===== src/rtl/sram_ctrl_pkg.sv =====
// Shared state type, strobe bundle and timing defaults for the asynchronous SRAM controller.
package sram_ctrl_pkg;

    localparam int unsigned WAIT_W      = 4;
    localparam int unsigned DEF_ADDR_W  = 20;
    localparam int unsigned DEF_DATA_W  = 8;
    localparam int unsigned DEF_RD_WAIT = 1;
    localparam int unsigned DEF_WR_WAIT = 1;
    localparam int unsigned DEF_CBITS   = 26;

    typedef logic [WAIT_W-1:0] wait_t;

    typedef enum logic [2:0] {
        ST_IDLE     = 3'd0,
        ST_READ     = 3'd1,
        ST_WR_SETUP = 3'd2,
        ST_WR_PULSE = 3'd3,
        ST_WR_HOLD  = 3'd4
    } state_e;

    typedef struct packed {
        logic ce_n;
        logic oe_n;
        logic we_n;
        logic dq_oe;
    } strobe_t;

    localparam strobe_t STROBE_IDLE = '{ce_n: 1'b1, oe_n: 1'b1, we_n: 1'b1, dq_oe: 1'b0};

    // Pad strobes for the cycle spent in a given state; oe_n and dq_oe are never both active.
    function automatic strobe_t strobes_for(state_e st);
        strobe_t s;
        s = STROBE_IDLE;
        case (st)
            ST_READ: begin
                s.ce_n = 1'b0;
                s.oe_n = 1'b0;
            end
            ST_WR_SETUP, ST_WR_HOLD: begin
                s.ce_n  = 1'b0;
                s.dq_oe = 1'b1;
            end
            ST_WR_PULSE: begin
                s.ce_n  = 1'b0;
                s.we_n  = 1'b0;
                s.dq_oe = 1'b1;
            end
            default: ;
        endcase
        return s;
    endfunction

endpackage


===== src/rtl/sram_heartbeat.sv =====
// Free-running CBITS-bit counter whose MSB drives a board-alive LED.
module sram_heartbeat
    import sram_ctrl_pkg::*;
#(
    parameter int unsigned CBITS = DEF_CBITS
) (
    input  logic i_clk,
    input  logic i_reset,
    output logic o_led
);

    logic [CBITS-1:0] count_q;
    logic [CBITS-1:0] count_d;

    always_comb begin
        count_d = count_q + CBITS'(1);
    end

    always_ff @(posedge i_clk or posedge i_reset) begin
        if (i_reset) begin
            count_q <= '0;
        end else begin
            count_q <= count_d;
        end
    end

    assign o_led = count_q[CBITS-1];

endmodule


===== src/rtl/sram_ctrl.sv =====
// Single-word host-to-asynchronous-SRAM controller with configurable read/write wait states.
module sram_ctrl
    import sram_ctrl_pkg::*;
#(
    parameter int unsigned ADDR_W  = DEF_ADDR_W,
    parameter int unsigned DATA_W  = DEF_DATA_W,
    parameter int unsigned RD_WAIT = DEF_RD_WAIT,
    parameter int unsigned WR_WAIT = DEF_WR_WAIT,
    parameter int unsigned CBITS   = DEF_CBITS
) (
    input  logic              i_clk,
    input  logic              i_reset,
    input  logic              i_req,
    input  logic              i_we,
    input  logic [ADDR_W-1:0] i_addr,
    input  logic [DATA_W-1:0] i_wdata,
    output logic              o_ready,
    output logic              o_rvalid,
    output logic [DATA_W-1:0] o_rdata,
    output logic [ADDR_W-1:0] o_sram_addr,
    output logic [DATA_W-1:0] o_sram_dq_out,
    output logic              o_sram_dq_oe,
    input  logic [DATA_W-1:0] i_sram_dq_in,
    output logic              o_sram_ce_n,
    output logic              o_sram_oe_n,
    output logic              o_sram_we_n,
    output logic              o_led
);

    localparam wait_t RD_WAIT_V = wait_t'(RD_WAIT);
    localparam wait_t WR_WAIT_V = wait_t'(WR_WAIT);
    localparam wait_t WAIT_ONE  = wait_t'(1);

    state_e              state_q,  state_d;
    wait_t               wait_q,   wait_d;
    logic [ADDR_W-1:0]   addr_q,   addr_d;
    logic [DATA_W-1:0]   wdata_q,  wdata_d;
    logic [DATA_W-1:0]   rdata_q,  rdata_d;
    logic                rvalid_q, rvalid_d;
    strobe_t             strobe_q, strobe_d;

    always_comb begin
        state_d  = state_q;
        wait_d   = wait_q;
        addr_d   = addr_q;
        wdata_d  = wdata_q;
        rdata_d  = rdata_q;
        rvalid_d = 1'b0;
        case (state_q)
            ST_IDLE: begin
                if (i_req) begin
                    addr_d  = i_addr;
                    wdata_d = i_wdata;
                    if (i_we) begin
                        state_d = ST_WR_SETUP;
                        wait_d  = '0;
                    end else begin
                        state_d = ST_READ;
                        wait_d  = RD_WAIT_V;
                    end
                end
            end
            ST_READ: begin
                if (wait_q == '0) begin
                    rdata_d  = i_sram_dq_in;
                    rvalid_d = 1'b1;
                    state_d  = ST_IDLE;
                end else begin
                    wait_d = wait_q - WAIT_ONE;
                end
            end
            ST_WR_SETUP: begin
                state_d = ST_WR_PULSE;
                wait_d  = WR_WAIT_V;
            end
            ST_WR_PULSE: begin
                if (wait_q == '0) begin
                    state_d = ST_WR_HOLD;
                end else begin
                    wait_d = wait_q - WAIT_ONE;
                end
            end
            ST_WR_HOLD: begin
                state_d = ST_IDLE;
            end
            default: begin
                state_d = ST_IDLE;
            end
        endcase
        // Strobes are registered from the next state so the pads never see host inputs combinationally.
        strobe_d = strobes_for(state_d);
    end

    always_ff @(posedge i_clk or posedge i_reset) begin
        if (i_reset) begin
            state_q  <= ST_IDLE;
            wait_q   <= '0;
            addr_q   <= '0;
            wdata_q  <= '0;
            rdata_q  <= '0;
            rvalid_q <= 1'b0;
            strobe_q <= STROBE_IDLE;
        end else begin
            state_q  <= state_d;
            wait_q   <= wait_d;
            addr_q   <= addr_d;
            wdata_q  <= wdata_d;
            rdata_q  <= rdata_d;
            rvalid_q <= rvalid_d;
            strobe_q <= strobe_d;
        end
    end

    assign o_ready       = (state_q == ST_IDLE) && !i_reset;
    assign o_rvalid      = rvalid_q;
    assign o_rdata       = rdata_q;
    assign o_sram_addr   = addr_q;
    assign o_sram_dq_out = wdata_q;
    assign o_sram_dq_oe  = strobe_q.dq_oe;
    assign o_sram_ce_n   = strobe_q.ce_n;
    assign o_sram_oe_n   = strobe_q.oe_n;
    assign o_sram_we_n   = strobe_q.we_n;

    sram_heartbeat #(
        .CBITS(CBITS)
    ) u_heartbeat (
        .i_clk  (i_clk),
        .i_reset(i_reset),
        .o_led  (o_led)
    );

endmodule


===== config.mk =====
export PLATFORM = sky130hd
export DESIGN_NAME = sram_ctrl
export DESIGN_NICKNAME = d
export VERILOG_FILES = /design/src/rtl/sram_ctrl_pkg.sv /design/src/rtl/sram_heartbeat.sv /design/src/rtl/sram_ctrl.sv
export SDC_FILE = /design/constraint.sdc
export NUM_CORES = 1
export LEC_CHECK = 0
export ABC_AREA = 1
export ABC_CLOCK_PERIOD_IN_PS = 2800
export BUFFER_PORTS_ARGS = -buffer_cell sky130_fd_sc_hd__buf_2
export CAP_MARGIN = 20
export CORE_MARGIN = 2
export CORE_UTILIZATION = 53
export CTS_CLUSTER_DIAMETER = 60
export DETAILED_ROUTE_END_ITERATION = 10
export GPL_TIMING_DRIVEN = 0
export PLACE_DENSITY = 0.8
export SYNTH_ARGS = -nofsm -noshare
export SYNTH_HDL_FRONTEND = slang
export SYNTH_SLANG_ARGS = --single-unit

===== constraint.sdc =====
create_clock -name i_clk -period 2.8 [get_ports i_clk]
set_input_delay 0.28 -clock i_clk [delete_from_list [all_inputs] [get_ports i_clk]]
set_output_delay 0.28 -clock i_clk [all_outputs]
set_load 0.005 [all_outputs]

==> summary.txt, run 1 <==
Timing
  – Measured slew at the worst slew-check pin: 0.860 ns
  – RSZ-0062 raised after global routing: false
  – Hold Vio Cnt, Final: 0
  – Final Cycle Share: 55.0%
  – Sum Neg Setup Slack: 0 ns
  – FMAX: 650 MHz
  – Final Max Slew Viols: 0
  – Max-slew headroom: 42.7%
  – Fin crit period: 1.54 ns
  – Final setup violation count: 0
  – Final Skew: 0.00961 ns

Clock tree
  – Clock slew at reported path FFs: 0.08 ns
  – Post-CTS Hold Fix Bufs: 0
  – Clock root buffer: clkbuf_8
  – CTS tree: done
  – Post-cts resize count: 0
  – Clock latency on the worst-skew pair: 0.35 ns
  – Postcts setup bufs: 0
  – Clk sinks: 74
  – Htree depth: 3
  – Clk buf depth: 2
  – CTS Buf Count: 9

Layout
  – Area of the multi-input gates: 1270 sq um
  – Antenna diode count: 0
  – Layout cells sized above 1: 24.3%
  – Fill cells: 509
  – Final Util: 66.8%
  – NumNets Final: 532
  – Register area: 1860 sq um
  – Layout area overhead: 20.9%
  – Final Cell Area: 3980 sq um
  – Cell Count, Final, Fillers Out: 569

GRT
  – First-pass GRT wire length: 11200 um
  – Grt total ovfl: 0
  – Vias in the first global route: 2670
  – Largest net degree at the start of global routing: 75
  – Initial antenna violation count: 0
  – GR Util All Layers: 22.0%

Worst setup path
  – Top delay family on crit path: simple AND/OR/NAND/NOR gates
  – Worst reg2reg path depth: 5
  – Required time of the critical path: 3.03 ns
  – Peak per-stage delay on the critical path: 0.43 ns
  – Setup CP Type: register to register
  – Worst path bufs/invs: 0
  – Startpoint Class: register
  – CP Capture Type: register
  – Crit-path slowest cell: dfrtp_1
  – Cell mode on critical path: nand3_1
  – Crit-path cells: ha_1 -> nand3_1 -> nor2_2 -> nand3_1 -> xnor2_1
  – Crit. path cell count: 5
  – WP data arrival: 1.77 ns
  – Worst-path maximum fanout: 5

Logic synthesis
  – Unique masters post-synth: 22
  – Register area share after synthesis: 56.4%
  – Syn. warnings: 0
  – Post-synth top area cell: dfrtp_1
  – Cells after Synth: 396
  – Mapped Area: 3290 sq um
  – Share of the synthesized area in the top cell type: 54.0%
  – Yosys reg bits: 74
  – Avg Cell Area, Syn: 8.31 sq um
  – Syn_nets: 439
  – Synth top area cells: dfrtp_1 (54%), nand2_1 (22%), nor2_1 (5.0%)

Detailed routing
  – Routed WL per cell: 12.0 um
  – Initial DRC count: 173
  – DRT Wirelength: 6840 um
  – Vias per inst: 4.87
  – Antenna viol nets, final: 0
  – DR vias: 2773
  – # DRC: 0
  – Drt pass-1 iters: 4

Power and ir drop
  – Max IR drop VDD: 530 uV
  – Static Leak: 0.00213 uW
  – Power Density: 873 nW/um^2

Placed design
  – Global placer's final weighted congestion: 0.926
  – Final HPWL DP: 5070 um
  – Port-buffer cells: 82
  – DP Area: 3800 sq um
  – Placed cell count: 553

Job
  – MaxCap Viol Count: 0

Min path
  – HP Class: input pin to asynchronous set/reset pin

Die
  – Core ar.: 5960 sq um
  – Die W: 82.8 um
  – IO Count: 83
  – Die H: 82.8 um
  – Die ar.: 6860 sq um
  – Initial Util: 55.3%
  – Num rows: 28

Status
  – Status: complete, no violations
worst register-to-register path, cell delays in order, from the launching register on:
cell and delay, ns:
dfrtp_1 0.43, ha_1 0.30, nand3_1 0.20, nor2_2 0.23, nand3_1 0.13, xnor2_1 0.14
kinds of logic after synthesis:
logic type | count (synthesis) | synth area share, %
simple gates | 265 | 32.2
flops | 74 | 56.4
buf+inv | 33 | 5.06
xor+xnor | 15 | 3.99
compound gates | 6 | 1.18
fa+ha+maj | 3 | 1.14
report_power, final:
part | leakage [uW] | internal, uW | total [uW] | switching [uW]
Clock | 0.0000818 | 349 | 746 | 397
Combinational | 0.00111 | 499 | 1150 | 654
Sequential | 0.000942 | 1400 | 1570 | 169
cells in the final DEF (no fill, tap or decap), types with 2 or more instances in the layout:
cell type / n
buf_2: 83
dfstp_2: 3
nor2_1: 44
xor2_1: 10
clkinvlp_4: 3
nand2_2: 3
inv_2: 2
nor2_2: 5
buf_6: 4
xnor2_1: 5
inv_1: 24
clkbuf_8: 10
o21ai_0: 4
dfrtp_1: 71
clkinv_4: 2
nand3_1: 17
ha_1: 3
nand2_1: 192
synth_stat cells:
cell and n:
nand3_1 17, a21boi_2 1, xnor2_1 5, nor4_1 1
nand2_2 3, nand3_4 1, nand4_1 1, dfstp_2 3
dfrtp_1 71, nor3_2 1, buf_2 1, buf_8 1
nor2_2 5, nor2_1 44, inv_1 25, buf_6 4
o211ai_1 1, ha_1 3, xor2_1 10, o21ai_0 4
inv_2 2, nand2_1 192
state kept, by name, indices dropped and copies added, names as in the netlist:
name,flops
o_sram_addr,20
o_sram_dq_out,8
o_rdata,8
o_sram_we_n,1
state_q,3
wait_q,4
o_rvalid,1
u_heartbeat.count_q,26
o_sram_ce_n,1
o_sram_dq_oe,1
o_sram_oe_n,1
metal layers:
layer,track usage (%),routed length (um)
met1,26.3,3030
met2,37.3,3260
met3,4.44,370
met4,12.1,171
met5,0,0
area by class of cell:
class / count / area share, %
well taps: 75 / 2.36
plain buffers: 6 / 1.64
repair buffers: 82 / 10.3
flip-flops and latches: 74 / 46.6
clock buffers: 11 / 3.55
clock inverters: 5 / 1.01
multi-input cells: 289 / 31.9
inverters: 27 / 2.61
per-stage QoR:
step	hold WS (ns)	setup WS, ns	power [uW]
floorplan	0.390	0.643	2270
global placement	0.458	-0.163	2690
detailed placement	0.460	1.30	2760
CTS	0.109	1.27	3510
global route	0.123	1.14	3750
finish	0.117	1.26	3470
worst paths after layout:
check,startpoint,endpoint,slack [ns]
setup reg to reg,u_heartbeat.count_q[0],u_heartbeat.count_q[14],1.26
max in group asynchronous,i_reset,u_heartbeat.count_q[3],2.12
hold / removal,i_reset,o_rdata[3],0.12
min in group i_clk,i_addr[15],o_sram_addr[15],0.12
hold reg to reg,o_sram_addr[10],o_sram_addr[10],0.48
setup / recovery,u_heartbeat.count_q[0],u_heartbeat.count_q[14],1.26
Power figures use the tool's default switching activity.
==> run 2, diff against run 1 <==
Settings changed: ABC_CLOCK_PERIOD_IN_PS 2800 to 1600.
Clock period 2.8 ns to 1.6 ns, I/O delays scaled along.
==> summary.txt, run 2 (synthesized netlist as in run 1, its figures left out) <==
GRT
  – GR Util All Layers: 23.1% (was 22.0%)
  – Initial antenna violation count: 0 (unchanged)
  – Largest net degree at the start of global routing: 30 (was 75)
  – Grt total ovfl: 0 (unchanged)
  – First-pass GRT wire length: 11800 um (was 11200 um)
  – Vias in the first global route: 2640 (was 2670)

Layout
  – Layout area overhead: 26.4% (was 20.9%)
  – Most frequent cells in the layout: nand2_1 (192), buf_2 (83), dfrtp_1 (71) (unchanged)
  – Area of the multi-input gates: 1270 sq um (about the same)
  – Fill cells: 463 (was 509)
  – Layout cells sized above 1: 23.5% (was 24.3%)
  – Register area: 1860 sq um (unchanged)
  – Antenna diode count: 0 (unchanged)
  – Final Util: 69.9% (was 66.8%)
  – Final Cell Area: 4160 sq um (was 3980 sq um)
  – Largest register FFs: 26 (unchanged)
  – Biggest register: u_heartbeat.count_q (unchanged)
  – Commonest non-fill, non-tap cell in the layout: nand2_1 (unchanged)
  – NumNets Final: 545 (was 532)

Job
  – MaxCap Viol Count: 0 (unchanged)

Worst setup path
  – Worst-path maximum fanout: 5 (unchanged)
  – Crit-path slowest cell: dfrtp_1 (unchanged)
  – Crit-path cells: nor4_1 -> buf_2 (was ha_1 -> nand3_1 -> nor2_2 -> nand3_1 -> xnor2_1)
  – Worst path bufs/invs: 1 (was 0)
  – Top delay family on crit path: flip-flops (was simple AND/OR/NAND/NOR gates)
  – Required time of the critical path: 1.44 ns (was 3.03 ns)
  – WP data arrival: 1.31 ns (was 1.77 ns)
  – CP Capture Type: output pin (was register)
  – Peak per-stage delay on the critical path: 0.45 ns (was 0.43 ns)
  – Startpoint Class: register (unchanged)
  – Setup CP Type: register to output pin (was register to register)

Timing
  – Hold slack: -0.000587 ns (was 0.117 ns)
  – Measured slew at the worst slew-check pin: 0.414 ns (was 0.860 ns)
  – Fin crit period: 1.47 ns
  – Final Max Slew Viols: 0 (unchanged)
  – Max-slew headroom: 72.4% (was 42.7%)
  – RSZ-0062 raised after global routing: false (unchanged)
  – Final Cycle Share: 92.0%
  – Hold Vio Cnt, Final: 1 (was 0)
  – Sum Neg Setup Slack: 0 ns (unchanged)
  – Final Skew: 0.00956 ns (was 0.00961 ns)
  – FMAX: 679 MHz
  – Final setup violation count: 0 (unchanged)

Clock tree
  – Clock slew at reported path FFs: 0.08 ns (about the same)
  – Htree depth: 3 (unchanged)
  – CTS tree: done (unchanged)
  – CTS Buf Count: 9 (unchanged)
  – Clock latency on the worst-skew pair: 0.35 ns (about the same)
  – Clk buf depth: 2 (unchanged)
  – Postcts setup bufs: 0 (unchanged)
  – Clk sinks: 74 (unchanged)
  – Clock root buffer: clkbuf_8 (unchanged)

Power and ir drop
  – Clk pwr share: 24.1% (was 21.5%)
  – Psw: 2120 uW (was 1220 uW)
  – Int Power: 4240 uW (was 2250 uW)
  – Power Density: 1530 nW/um^2 (was 873 nW/um^2)
  – Static Leak: 0.00221 uW (was 0.00213 uW)
  – Sw Share: 33.3% (was 35.1%)
  – Max IR drop VDD: 1160 uV (was 530 uV)
  – Logic gate share of total power: 32.7% (was 33.2%)
  – Sequential Power Share: 43.2% (was 45.3%)

Die
  – Die ar.: 6860 sq um (unchanged)
  – Die H: 82.8 um (unchanged)
  – Core ar.: 5960 sq um (unchanged)
  – Num rows: 28 (unchanged)
  – Initial Util: 55.3% (unchanged)
  – IO Count: 83 (unchanged)
  – Die W: 82.8 um (unchanged)

Status
  – Status: finished, violations left (was complete, no violations)
  – Failing checks: hold timing

Detailed routing
  – Drt pass-1 iters: 4 (unchanged)
  – # DRC: 0 (unchanged)
  – DRT Wirelength: 7140 um (was 6840 um)
  – Initial DRC count: 167 (was 173)
  – Antenna viol nets, final: 0 (unchanged)
  – Vias per inst: 4.84 (was 4.87)
  – Routed WL per cell: 12.3 um (was 12.0 um)
  – DR vias: 2817 (was 2773)

Placed design
  – DP Area: 3840 sq um (was 3800 sq um)
  – Global placer's final weighted congestion: 0.900 (was 0.926)
  – Port-buffer cells: 82 (unchanged)
  – Final HPWL DP: 5220 um (was 5070 um)

Min path
  – HP Class: input pin to register (was input pin to asynchronous set/reset pin)
## run 2: changes by cell type in the layout (fill, tap and decap cells not counted)
cell	previous run	this run
nor2_4	0	1
nor2_2	5	4
inv_4	1	0
clkinvlp_4	3	2
buf_12	0	2
clkinv_4	2	0
dlygate4sd3_1	0	11
clkbuf_8	10	9
bufinv_16	0	2
clkbuf_1	1	4
## run 2: worst min-delay path, stage by stage
cell     delay, ns
buf_2         0.07
nand2_1       0.04
nand2_1       0.05
## run 2: final cells by class
type | count | area share (%)
well taps | 75 | 2.26
multi-input cells | 289 | 30.6
inverters | 27 | 2.53
clock inverters | 3 | 1.62
flip-flops and latches | 74 | 44.6
clock buffers | 13 | 3.34
repair buffers | 95 | 13.5
plain buffers | 6 | 1.56
## run 2: final timing paths
kind,start,end,slack [ns],depth (start not counted)
max,state_q[0],o_ready,0.13,2
min,i_addr[2],o_sram_addr[2],-0.0006,3
max reg2reg,u_heartbeat.count_q[0],u_heartbeat.count_q[14],0.13,5
min reg2reg,o_sram_addr[2],o_sram_addr[2],0.48,2
max in group asynchronous,i_reset,o_sram_dq_out[6],0.53,5
min in group asynchronous,i_reset,wait_q[1],0.37,3
## run 2: per-stage QoR
step | setup slack [ns] | cells | hold WS (ns) | total power (uW)
floorplan | 0.320 | 396 | 0.270 | 3980
global placement | 0.125 | 553 | 0.352 | 4710
detailed placement | 0.136 | 555 | 0.206 | 4840
CTS | 0.122 | 582 | 0.00221 | 6400
global route | 0.000104 | 582 | 0.00838 | 6810
finish | 0.127 | 582 | -0.000587 | 6360
## run 2: what timing repair did
| item | 4_1_cts | 5_1_grt |
|---|---|---|
| gates resized for setup | 0 | 1 |
| endpoints found under the hold margin | 26 | 0 |
| hold buffers | 11 | 0 |
| endpoints found under the setup margin | 0 | 1 |
## run 2: metal layers
layer  wire, um  part of all wire, %  GRT usage, %  vias to the layer above
met1       3070                   43          27.8                     1297
met4        183                  2.6          11.3                        0
met3        420                  5.9          5.19                       17
met2       3470                   49          39.0                       88
met5          0                    0             0                        -
li1           -                    -             -                     1415
## run 2: power groups by stage
stage                     Combinational [uW]  Clock, uW  Sequential, uW
after detailed placement                2070          0            2770
final                                   2080       1530            2750
after floorplan                         1160          0            2820
after CTS                               2110       1550            2750
after global placement                  1960          0            2750
after global routing                    2370       1630            2810
